--- src/rtl/weight_seq_if.sv ---
// Handshake bundle between the weight sequencer, input stream,
// weight memory and downstream MAC.
interface weight_seq_if #(
  parameter int ADDRESS_WIDTH = 2,
  parameter int DATA_WIDTH    = 16
);
  logic                     start;
  logic                     busy;
  logic                     done;
  logic                     x_valid;
  logic                     x_ready;
  logic [DATA_WIDTH-1:0]    x_data;
  logic                     r_en;
  logic [ADDRESS_WIDTH-1:0] r_add;
  logic [DATA_WIDTH-1:0]    w_in;
  logic                     out_valid;
  logic                     out_ready;
  logic [DATA_WIDTH-1:0]    out_x;
  logic [DATA_WIDTH-1:0]    out_w;
  logic                     out_last;

  modport master (
    input  start,
    output busy,
    output done,
    input  x_valid,
    output x_ready,
    input  x_data,
    output r_en,
    output r_add,
    input  w_in,
    output out_valid,
    input  out_ready,
    output out_x,
    output out_w,
    output out_last
  );

  modport slave (
    output start,
    input  busy,
    input  done,
    output x_valid,
    input  x_ready,
    output x_data,
    input  r_en,
    input  r_add,
    output w_in,
    input  out_valid,
    output out_ready,
    input  out_x,
    input  out_w,
    input  out_last
  );
endinterface

--- src/rtl/weight_seq_ctrl.sv ---
// Pairs each accepted input sample with its weight read from a
// one-cycle-latency memory and streams the pairs to a MAC.
module weight_seq_ctrl #(
  parameter int NUM_WEIGHT    = 3,
  parameter int ADDRESS_WIDTH = 2,
  parameter int DATA_WIDTH    = 16
) (
  input logic          clk,
  input logic          rst_n,
  weight_seq_if.master bus
);
  // One spare bit so idx can reach NUM_WEIGHT without wrapping.
  localparam int IW = ADDRESS_WIDTH + 1;
  localparam logic [IW-1:0] NUM = IW'(NUM_WEIGHT);
  localparam logic [IW-1:0] LAST = IW'(NUM_WEIGHT - 1);

  typedef enum logic [1:0] {
    IDLE,
    RUN,
    DRAIN
  } state_t;

  state_t                state;
  state_t                state_nx;
  logic [IW-1:0]         idx;
  logic                  pend_valid;
  logic                  pend_last;
  logic [DATA_WIDTH-1:0] pend_x;
  logic                  ov;
  logic                  ol;
  logic [DATA_WIDTH-1:0] ox;
  logic [DATA_WIDTH-1:0] ow;
  logic                  pend_move;
  logic                  x_rdy;
  logic                  accept;
  logic                  done_c;

  always_comb begin
    pend_move = pend_valid && (!ov || bus.out_ready);
    x_rdy     = (state == RUN) && (idx < NUM)
             && (!pend_valid || pend_move);
    accept    = bus.x_valid && x_rdy;
    done_c    = (state == DRAIN) && ov
             && bus.out_ready && ol;
    state_nx  = state;
    unique case (state)
      IDLE:  if (bus.start) state_nx = RUN;
      RUN:   if (accept && idx == LAST) state_nx = DRAIN;
      DRAIN: if (done_c) state_nx = IDLE;
      default: state_nx = IDLE;
    endcase
  end

  always_ff @(posedge clk or negedge rst_n) begin
    if (!rst_n) begin
      state <= IDLE;
      idx   <= '0;
    end else begin
      state <= state_nx;
      if (state == IDLE && bus.start) idx <= '0;
      else if (accept) idx <= idx + IW'(1);
    end
  end

  // Pending slot holds the sample while its weight is in flight.
  always_ff @(posedge clk or negedge rst_n) begin
    if (!rst_n) begin
      pend_valid <= 1'b0;
      pend_last  <= 1'b0;
      pend_x     <= '0;
    end else if (accept) begin
      pend_valid <= 1'b1;
      pend_x     <= bus.x_data;
      pend_last  <= (idx == LAST);
    end else if (pend_move) begin
      pend_valid <= 1'b0;
    end
  end

  always_ff @(posedge clk or negedge rst_n) begin
    if (!rst_n) begin
      ov <= 1'b0;
      ol <= 1'b0;
      ox <= '0;
      ow <= '0;
    end else if (pend_move) begin
      ov <= 1'b1;
      ol <= pend_last;
      ox <= pend_x;
      ow <= bus.w_in;
    end else if (bus.out_ready) begin
      ov <= 1'b0;
      ol <= 1'b0;
    end
  end

  assign bus.busy      = (state != IDLE);
  assign bus.done      = done_c;
  assign bus.x_ready   = x_rdy;
  assign bus.r_en      = accept;
  assign bus.r_add     = idx[ADDRESS_WIDTH-1:0];
  assign bus.out_valid = ov;
  assign bus.out_last  = ol;
  assign bus.out_x     = ox;
  assign bus.out_w     = ow;
endmodule

--- src/flat_wrapper.sv ---
// flat-port wrapper written by rule: the top's interface ports become plain ports
module weight_seq_ctrl_flat 
#(
  parameter int NUM_WEIGHT    = 3,
  parameter int ADDRESS_WIDTH = 2,
  parameter int DATA_WIDTH    = 16
)
  (clk, rst_n, bus_start, bus_busy, bus_done, bus_x_valid, bus_x_ready, bus_x_data, bus_r_en, bus_r_add, bus_w_in, bus_out_valid, bus_out_ready, bus_out_x, bus_out_w, bus_out_last);
  weight_seq_if #(.ADDRESS_WIDTH(ADDRESS_WIDTH), .DATA_WIDTH(DATA_WIDTH)) bus_i ();
  input logic clk;
  input logic rst_n;
  input wire logic [$bits(bus_i.start)-1:0] bus_start;
  output wire logic [$bits(bus_i.busy)-1:0] bus_busy;
  output wire logic [$bits(bus_i.done)-1:0] bus_done;
  input wire logic [$bits(bus_i.x_valid)-1:0] bus_x_valid;
  output wire logic [$bits(bus_i.x_ready)-1:0] bus_x_ready;
  input wire logic [$bits(bus_i.x_data)-1:0] bus_x_data;
  output wire logic [$bits(bus_i.r_en)-1:0] bus_r_en;
  output wire logic [$bits(bus_i.r_add)-1:0] bus_r_add;
  input wire logic [$bits(bus_i.w_in)-1:0] bus_w_in;
  output wire logic [$bits(bus_i.out_valid)-1:0] bus_out_valid;
  input wire logic [$bits(bus_i.out_ready)-1:0] bus_out_ready;
  output wire logic [$bits(bus_i.out_x)-1:0] bus_out_x;
  output wire logic [$bits(bus_i.out_w)-1:0] bus_out_w;
  output wire logic [$bits(bus_i.out_last)-1:0] bus_out_last;
  assign bus_i.start = bus_start;
  assign bus_busy = bus_i.busy;
  assign bus_done = bus_i.done;
  assign bus_i.x_valid = bus_x_valid;
  assign bus_x_ready = bus_i.x_ready;
  assign bus_i.x_data = bus_x_data;
  assign bus_r_en = bus_i.r_en;
  assign bus_r_add = bus_i.r_add;
  assign bus_i.w_in = bus_w_in;
  assign bus_out_valid = bus_i.out_valid;
  assign bus_i.out_ready = bus_out_ready;
  assign bus_out_x = bus_i.out_x;
  assign bus_out_w = bus_i.out_w;
  assign bus_out_last = bus_i.out_last;
  weight_seq_ctrl #(.NUM_WEIGHT(NUM_WEIGHT), .ADDRESS_WIDTH(ADDRESS_WIDTH), .DATA_WIDTH(DATA_WIDTH)) u_core (.clk(clk), .rst_n(rst_n), .bus(bus_i));
endmodule
--- config.mk ---
export PLATFORM = sky130hd
export DESIGN_NAME = weight_seq_ctrl_flat
export DESIGN_NICKNAME = d
export VERILOG_FILES = /design/src/rtl/weight_seq_if.sv /design/src/rtl/weight_seq_ctrl.sv /design/src/flat_wrapper.sv
export SDC_FILE = /design/constraint.sdc
export NUM_CORES = 1
export LEC_CHECK = 0
export CAP_MARGIN = 30
export CORE_ASPECT_RATIO = 0.6
export CORE_MARGIN = 5
export CORE_UTILIZATION = 45
export CTS_CLUSTER_SIZE = 8
export DETAILED_ROUTE_END_ITERATION = 12
export GPL_TIMING_DRIVEN = 0
export HOLD_SLACK_MARGIN = 0.05
export MAX_ROUTING_LAYER = met4
export PLACE_DENSITY = 0.84
export REMOVE_ABC_BUFFERS = 1
export SLEW_MARGIN = 0
export SYNTH_ARGS = -nofsm -noshare
export SYNTH_HDL_FRONTEND = slang
export SYNTH_SLANG_ARGS = --single-unit
--- constraint.sdc ---
create_clock -name clk -period 2 [get_ports clk]
set_clock_uncertainty 0.15 [all_clocks]
set_input_delay 0.5 -clock clk [delete_from_list [all_inputs] [get_ports clk]]
set_output_delay 0.5 -clock clk [all_outputs]
set_load 0.1 [all_outputs]
==> flow_summary_export.csv, run 1 <==
group,metric,value,unit
outcome,status,"complete, but fails checks",
outcome,failed_checks,"negative setup slack",
layout,drive_above_1_share,54.96,%
clocking,clk_path_buf_depth,2,
grt,grt.overflow.total,0,
critical_path,crit_fanout,5,
placed_design,portBuffers,76,
synth,synth_area_per_cell,16.26,µm²
clocking,cts_tree,"yes",
worst_hold_path,hold_path.class,"reg2reg",
placed_design,post-place-cells,281,
synth,yosysWarningCount,0,
clocking,clkTransAtPathRegs,0.07,ns
sta,fin_crit,2.092,ns
layout,fin_util,69.83,%
clocking,clk_latency,0.32,ns
critical_path,critPathRequiredTime,1.35,ns
die,die_w,103.1,µm
synth,seq_area_frac_synth,60.93,%
drt,wl_per_cell,17.16,µm
grt,grt_first_pass_wirelength,8466,µm
die,dieArea,6792,µm²
placed_design,hpwl,3281,µm
flow_run,maxCapViolations,0,
drt,via_count,1520,
drt,drtAntennaViolNets,0,
die,die_y,65.87,µm
grt,grt_pass1_vias,1669,
layout,diodes,0,
sta,setup_ws,-0.09216,ns
clocking,htree_num_levels,3,
clocking,cts_buffers,9,
clocking,clkSinkCount,57,
synth,netlist_area,2341,µm²
drt,dr.pass1.iters,4,
placed_design,place_congestion,0.7182,
placed_design,dpl-instance-area,3157,µm²
layout,multi_input_area,848.3,µm²
critical_path,r2r_slack,0.17,ns
sta,min_period_over_period,104.6,%
layout,fin_nets,276,
critical_path,start_kind,"flop",
layout,final_cell_count_no_fill,308,
synth,synthCells,144,
die,io_pins,77,
sta,max_freq,478.0,MHz
layout,syn_to_final_growth,50.78,%
layout,seq_area,1431,µm²
synth,ys_seq_elements,57,
drt,drc,0,
sta,maxSlewViolCount,0,
sta,worst_pin_slew,0.5708,ns
clocking,cts_root_buffer,"clkbuf_8",
die,core,5055,µm²
drt,drtIter0Drc,20,
sta,rsz0062_at_grt,"yes",
drt,routed_wl,5286,µm
grt,grt_max_degree,39,
critical_path,crit_path_end_kind,"primary output",
sta,hold_viol,0,
layout,fill_cells,339,
critical_path,path_class,"reg2out",
sta,final.setup.tns,-0.1050,ns
grt,antenna_found_initial,0,
die,start_util,46.31,%
layout,fin_area,3530,µm²
die,row_count,20,
grt,track_usage,17.29,%
critical_path,cp_data_arrival_time,1.44,ns
sta,setup_viol,2,
sta,slew_headroom,62.12,%
synth,ys_types,27,
drt,via_per_inst,4.935,
final cells by class:
class / count / area share, %
sequential: 57 / 40.55
timing repair inverter: 1 / 0.2481
timing repair buffer: 88 / 26.59
clock inverter: 5 / 1.560
inverter: 3 / 0.6735
clock buffer: 11 / 4.006
tap: 66 / 2.340
multi-input combinational: 77 / 24.03
sequential cells by signal, indices dropped and copies added (netlist names):
name                  count
u_core.idx                3
u_core.state              2
u_core.bus.out_valid      1
u_core.pend_valid         1
u_core.bus.out_w         16
u_core.pend_last          1
u_core.pend_x            16
u_core.bus.out_last       1
u_core.bus.out_x         16
layout by cell type (no fill, tap or decap), drive strengths merged, types with 2 or more instances in the layout:
cell type | Yosys | layout
inv | 3 | 4
nand2 | 6 | 6
buf | 7 | 17
dfrtp | 57 | 57
mux2 | 50 | 50
ha | 2 | 2
clkinv | 0 | 2
clkdlybuf4s18 | 0 | 2
clkinvlp | 0 | 2
clkdlybuf4s50 | 0 | 33
nand2b | 2 | 2
nand3 | 3 | 3
clkbuf | 0 | 11
clkdlybuf4s15 | 0 | 34
path summary, 6_finish.rpt:
check | from | end | depth (start not counted)
max reg2reg | u_core.state[1]$_DFFE_PN0P_ | u_core.pend_x[0]$_DFFE_PN0P_ | 5
min reg2reg | u_core.pend_x[10]$_DFFE_PN0P_ | u_core.bus.out_x[10]$_DFFE_PN0P_ | 1
max in group asynchronous | rst_n | u_core.bus.out_valid$_DFFE_PN0P_ | 3
min in group asynchronous | rst_n | u_core.idx[2]$_DFFE_PN0P_ | 2
max | u_core.state[1]$_DFFE_PN0P_ | bus_r_en | 4
min | u_core.pend_x[10]$_DFFE_PN0P_ | u_core.bus.out_x[10]$_DFFE_PN0P_ | 1
kinds of logic after synthesis:
logic type	Yosys count	share of synthesized area [%]
AO/OA/AOI/OAI	5	1.550
AND/OR/NAND/NOR	19	5.987
flip-flops	57	60.93
multiplexers	51	26.88
buffers and inverters	10	3.581
adder cells (fa/ha/maj)	2	1.069
cells in the mapped netlist, drive strengths merged:
cell type / count / area [µm²]
mux2i: 1 / 10.01
nand3b: 1 / 20.02
or3b: 1 / 8.760
nand3: 3 / 27.53
nand4b: 1 / 8.760
nand2b: 2 / 12.51
mux2: 50 / 619.4
nor2b: 1 / 6.260
or2: 1 / 6.260
nor2: 1 / 3.750
a32o: 1 / 10.01
o21bai: 1 / 7.510
nand2: 6 / 22.52
o21ai: 1 / 5.000
buf: 7 / 70.06
and4bb: 1 / 16.27
ha: 2 / 25.02
a22o: 1 / 8.760
dfrtp: 57 / 1426
inv: 3 / 13.77
a21oi: 1 / 5.000
nor3b: 1 / 7.510
stage by stage:
step / hold WS, ns / setup slack (ns)
2_1_floorplan: 0.05441 / -2.086
3_3_place_gp: 0.3331 / -1.483
3_5_place_dp: 0.3405 / -1.503
4_1_cts: 0.3585 / -0.1312
5_1_grt: 0.3655 / -0.1470
6_report: 0.3529 / -0.09216
worst max-delay path, stage by stage (launching register included):
cell and delay (ns):
dfrtp_2 0.43, and4bb_4 0.33, nand3_4 0.12, inv_12 0.08
buf_12 0.16
what timing repair did:
action	in CTS	in global routing
pin swaps	5	2
hold endpoints to repair	19	0
cloned	1	0
setup buffers	6	3
hold buffers	1	0
setup endpoints to repair	73	26
gates resized for setup	150	10
layer usage:
layer / track usage [%] / routed length (µm)
met1: 21.32 / 2361
met2: 26.44 / 2459
met3: 5.585 / 371
met4: 7.108 / 94
met5: - / 0
Power of run 1 is not shown: default switching activity piles up to over one toggle a cycle in this logic, so the estimate is an artifact.
==> run 2: changes to the inputs <==
--- a/config.mk
+++ b/config.mk
@@ -5,7 +5,6 @@
 export SDC_FILE = /design/constraint.sdc
 export NUM_CORES = 1
 export LEC_CHECK = 0
-export CAP_MARGIN = 30
 export CORE_ASPECT_RATIO = 0.6
 export CORE_MARGIN = 5
 export CORE_UTILIZATION = 45
==> run 2 against run 1 <==
The flow still finishes with violations (negative setup slack). Cell area up 1.2%. Via count down 0.72%. Register-to-register slack better by 0.02 ns. Clock-buffer cell count unchanged. Non-clock buffer count unchanged. Largest cell class unchanged. Core utilization up 0.87 points. Critical path depth unchanged. Maximum frequency up 0.39%. Highest routed layer unchanged. Worst hold slack better by 0.0017 ns. Setup slack better by 0.0080 ns. Cell count unchanged.
==> flow_summary_export.csv, run 2 (same netlist as run 1, synthesis figures left out) <==
group,metric,value,unit
grt,grt_first_pass_wirelength,8259,µm
sta,setup_viol,2,
placed_design,portBuffers,76,
sta,setup_ws,-0.08413,ns
layout,diodes,0,
drt,dr.pass1.iters,4,
grt,grt.overflow.total,0,
critical_path,timing.rr.end,"u_core.pend_x[0]$_DFFE_PN0P_",
drt,wl_per_cell,16.62,µm
clocking,clk_path_buf_depth,2,
grt,grt_pass1_vias,1647,
critical_path,crit_fanout,2,
sta,max_freq,479.8,MHz
die,die_y,65.87,µm
critical_path,crit-reg2reg-launch,"u_core.idx[2]$_DFFE_PN0P_",
critical_path,r2r_slack,0.19,ns
clocking,clk_latency,0.32,ns
drt,drtIter0Drc,27,
grt,antenna_found_initial,0,
clocking,htree_num_levels,3,
die,die_w,103.1,µm
sta,worst_pin_slew,0.5744,ns
clocking,cts_tree,"yes",
sta,maxSlewViolCount,0,
layout,fin_nets,276,
critical_path,start_kind,"flop",
layout,fin_util,70.69,%
clocking,cts_root_buffer,"clkbuf_8",
sta,hold_viol,0,
worst_hold_path,hold_path_depth,1,
critical_path,critPathRequiredTime,1.35,ns
drt,drc,0,
layout,drive_above_1_share,55.37,%
die,start_util,46.31,%
critical_path,rr_worst_depth,5,
placed_design,hpwl,3271,µm
grt,track_usage,16.76,%
worst_hold_path,hold_path.class,"reg2reg",
layout,final_common_cell,"dfrtp_1",
drt,routed_wl,5118,µm
sta,min_period_over_period,104.2,%
die,io_pins,77,
outcome,failed_checks,"negative setup slack",
critical_path,crit_path_end_kind,"primary output",
flow_run,maxCapViolations,0,
sta,fin_crit,2.084,ns
critical_path,path_class,"reg2out",
sta,rsz0062_at_grt,"yes",
layout,syn_to_final_growth,52.65,%
critical_path,cp_data_arrival_time,1.43,ns
clocking,clkTransAtPathRegs,0.07,ns
clocking,cts_buffers,9,
layout,mostFrequentLayoutCells,"dfrtp_1 (53), mux2_2 (35), clkdlybuf4s15_2 (34)",
drt,via_per_inst,4.899,
worst_hold_path,worstHoldEndpoint,"u_core.bus.out_x[8]$_DFFE_PN0P_",
outcome,status,"complete, but fails checks",
placed_design,place_congestion,0.7182,
drt,via_count,1509,
die,row_count,20,
worst_hold_path,worstHoldStart,"u_core.bus.out_x[8]$_DFFE_PN0P_",
clocking,clkSinkCount,57,
die,core,5055,µm²
die,dieArea,6792,µm²
sta,slew_headroom,61.89,%
drt,drtAntennaViolNets,0,
grt,grt_max_degree,39,
## run 2: cell count changes in the layout (fill, tap and decap cells not counted), sizes merged
cell | before | now
bufinv | 1 | 3
clkdlybuf4s18 | 2 | 1
clkinvlp | 2 | 1
clkinv | 2 | 1
clkbuf | 11 | 12
## run 2: per-layer routing
| layer | routed length (µm) | track usage, % | vias to the layer above | part of all wire (%) |
|---|---|---|---|---|
| met3 | 326 | 4.847 | 6 | 6.4 |
| met1 | 2409 | 21.73 | 754 | 47 |
| met5 | 0 | - | - | 0 |
| met2 | 2333 | 25.00 | 55 | 46 |
| li1 | - | - | 694 | - |
| met4 | 48 | 6.462 | 0 | 0.94 |
## run 2: worst max-delay path by stage
stage               slack (ns)                             start  depth (start not counted)        to
floorplan                -2.09  u_core.bus.out_valid$_DFFE_PN0P_                          2  bus_done
global placement         -1.48                       bus_x_valid                          5  bus_r_en
detailed placement       -1.50                       bus_x_valid                          5  bus_r_en
CTS                      -0.13       u_core.state[1]$_DFFE_PN0P_                          4  bus_r_en
global route             -0.13       u_core.state[1]$_DFFE_PN0P_                          4  bus_r_en
finish                   -0.08         u_core.idx[2]$_DFFE_PN0P_                          4  bus_r_en
## run 2: timing repair
item / 4_1_cts / 5_1_grt
hold buffers: 1 / 0
setup buffers: 6 / 3
resized for setup: 149 / 11
hold endpoints to repair: 19 / 0
cloned: 1 / 0
pin swaps: 5 / 2
endpoints found under the setup margin: 73 / 25
## run 2: cell type report
cell class | count | area [µm²]
tap | 66 | 82.58
clock inverter | 5 | 102.6
fill | 348 | 1481
clock buffer | 11 | 141.4
timing repair buffer | 88 | 934.6
multi-input combinational | 77 | 848.3
sequential | 57 | 1431
timing repair inverter | 1 | 8.758
inverter | 3 | 23.77
## run 2: stage by stage
stage	setup TNS [ns]	hold slack [ns]	instance area, µm²	worst slack, ns	instances
floorplan	-25.65	0.05441	2271	-2.086	137
global placement	-125.60	0.3331	3114	-1.483	279
detailed placement	-29.51	0.3391	3157	-1.502	281
CTS	-0.1619	0.3577	3531	-0.1270	305
global route	-0.2236	0.3660	3573	-0.1348	308
finish	-0.09284	0.3546	3573	-0.08413	308
## run 2: critical path, stage by stage (launching register included)
cell	delay (ns)
dfrtp_1	0.40
and4bb_4	0.36
nand3_4	0.11
inv_12	0.08
buf_12	0.16
Power of run 2 is left out for the same reason.
==> run 3: changes to the inputs <==
--- a/config.mk
+++ b/config.mk
@@ -5,15 +5,15 @@
 export SDC_FILE = /design/constraint.sdc
 export NUM_CORES = 1
 export LEC_CHECK = 0
+export ABC_CLOCK_PERIOD_IN_PS = 2000
 export CORE_ASPECT_RATIO = 0.6
 export CORE_MARGIN = 5
-export CORE_UTILIZATION = 45
+export CORE_UTILIZATION = 30
 export CTS_CLUSTER_SIZE = 8
 export DETAILED_ROUTE_END_ITERATION = 12
 export GPL_TIMING_DRIVEN = 0
-export HOLD_SLACK_MARGIN = 0.05
 export MAX_ROUTING_LAYER = met4
-export PLACE_DENSITY = 0.84
+export PLACE_DENSITY = 0.61
 export REMOVE_ABC_BUFFERS = 1
 export SLEW_MARGIN = 0
 export SYNTH_ARGS = -nofsm -noshare
==> run 3 against run 2 <==
The run still ends with negative setup slack left. Register-to-register slack worse by 0.12 ns. Setup slack worse by 0.054 ns. Wire length increased by 3.4%. Sequential share of layout area is 1.1 points lower. Non-clock buffer count down 1. Critical path depth stayed put. Global-route usage fell by 4.8 points. Cell area rose by 2.6%. Critical endpoint unchanged. Highest routed layer unchanged.
==> flow_summary_export.csv, run 3 (same netlist as run 1, synthesis figures left out) <==
group,metric,value,unit
die,die_w,124.0,µm
outcome,status,"complete, but fails checks",
clocking,clkSinkCount,57,
flow_run,maxCapViolations,0,
die,io_pins,77,
placed_design,portBuffers,76,
sta,rsz0062_at_grt,"yes",
outcome,failed_checks,"negative setup slack",
drt,routed_wl,5293,µm
sta,slew_headroom,43.93,%
worst_hold_path,hold_path.class,"in2async",
sta,fin_crit,2.138,ns
clocking,cts_root_buffer,"clkbuf_16",
die,start_util,31.56,%
clocking,clkTransAtPathRegs,0.05,ns
sta,hold_viol,0,
placed_design,place_congestion,0.7366,
layout,drive_above_1_share,53.94,%
grt,grt_first_pass_wirelength,8286,µm
drt,via_per_inst,4.368,
drt,dr.pass1.iters,4,
drt,drtIter0Drc,72,
critical_path,critPathRequiredTime,1.35,ns
die,dieArea,9728,µm²
sta,hold_slack,0.1313,ns
drt,drc,0,
sta,min_period_over_period,106.9,%
die,core,7417,µm²
sta,maxSlewViolCount,0,
placed_design,hpwl,3376,µm
clocking,clk_path_buf_depth,2,
die,die_y,78.43,µm
critical_path,cp_data_arrival_time,1.49,ns
layout,final_common_cell,"dfrtp_1",
grt,grt.overflow.total,0,
drt,via_count,1507,
critical_path,crit_path_end_kind,"primary output",
drt,drtAntennaViolNets,0,
clocking,clk_latency,0.32,ns
clocking,cts_buffers,9,
layout,syn_to_final_growth,56.55,%
layout,fin_nets,275,
critical_path,start_kind,"flop",
layout,mostFrequentLayoutCells,"dfrtp_1 (55), mux2_2 (35), clkdlybuf4s50_1 (33), clkdlybuf4s15_2 (33), mux2_4 (15)",
clocking,cts_tree,"yes",
critical_path,crit_fanout,6,
die,row_count,24,
grt,grt_pass1_vias,1578,
drt,wl_per_cell,15.34,µm
clocking,htree_num_levels,3,
sta,setup_viol,2,
layout,diodes,0,
grt,grt_max_degree,36,
critical_path,path_class,"reg2out",
grt,track_usage,11.95,%
sta,max_freq,467.6,MHz
grt,antenna_found_initial,0,
sta,setup_ws,-0.1385,ns
sta,worst_pin_slew,0.8381,ns
==> run 3: worst max-delay path, stage by stage (launching register included) <==
cell      delay [ns]
dfrtp_2         0.43
and4bb_4        0.36
nand3_4         0.12
inv_12          0.09
buf_16          0.16
==> run 3: metal layers <==
metal / part of all wire, % / wire length, µm / GRT usage, %
met5: 0 / 0 / -
met3: 11 / 569 / 7.256
met4: 0.81 / 43 / 4.918
met1: 48 / 2531 / 15.97
met2: 41 / 2149 / 14.17
==> run 3: layout make-up <==
cell class / instances / area, µm²
inverters: 3 / 23.77
fillers: 679 / 3752
clock inverters: 2 / 35.03
clock buffers: 14 / 274.0
flip-flops and latches: 57 / 1429
well taps: 104 / 130.1
multi-input cells: 77 / 858.3
repair buffers: 87 / 905.9
repair inverters: 1 / 8.758
==> run 3: final timing paths <==
path	cells after the start	startpoint	slack (ns)	to
setup / recovery	4	u_core.state[1]$_DFFE_PN0P_	-0.14	bus_r_en
hold / removal	1	rst_n	0.13	u_core.bus.out_w[1]$_DFFE_PN0P_
setup reg to reg	6	u_core.state[1]$_DFFE_PN0P_	0.07	u_core.pend_x[8]$_DFFE_PN0P_
hold reg to reg	1	u_core.bus.out_w[0]$_DFFE_PN0P_	0.35	u_core.bus.out_w[0]$_DFFE_PN0P_
max in group asynchronous	2	rst_n	0.97	u_core.bus.out_x[12]$_DFFE_PN0P_
min in group clk	1	u_core.bus.out_w[0]$_DFFE_PN0P_	0.35	u_core.bus.out_w[0]$_DFFE_PN0P_
==> run 3: repair_timing <==
item	CTS	global route
gates cloned	1	0
hold buffers	0	0
gates resized for setup	154	6
setup buffers	6	4
pin swaps	4	4
endpoints found under the setup margin	73	36
hold endpoints to repair	0	0
==> run 3: through the flow <==
step,cells,utilization (%),setup TNS [ns],instance area [µm²],setup slack (ns)
after floorplan,137,-,-25.65,2271,-2.086
after global placement,317,42.63,-137.20,3162,-1.598
after detailed placement,318,42.97,-30.05,3187,-1.508
after CTS,341,48.97,-0.2172,3632,-0.1471
after global routing,345,49.41,-0.2892,3665,-0.1871
final,345,49.41,-0.1619,3665,-0.1385
Power of run 3 is left out for the same reason.
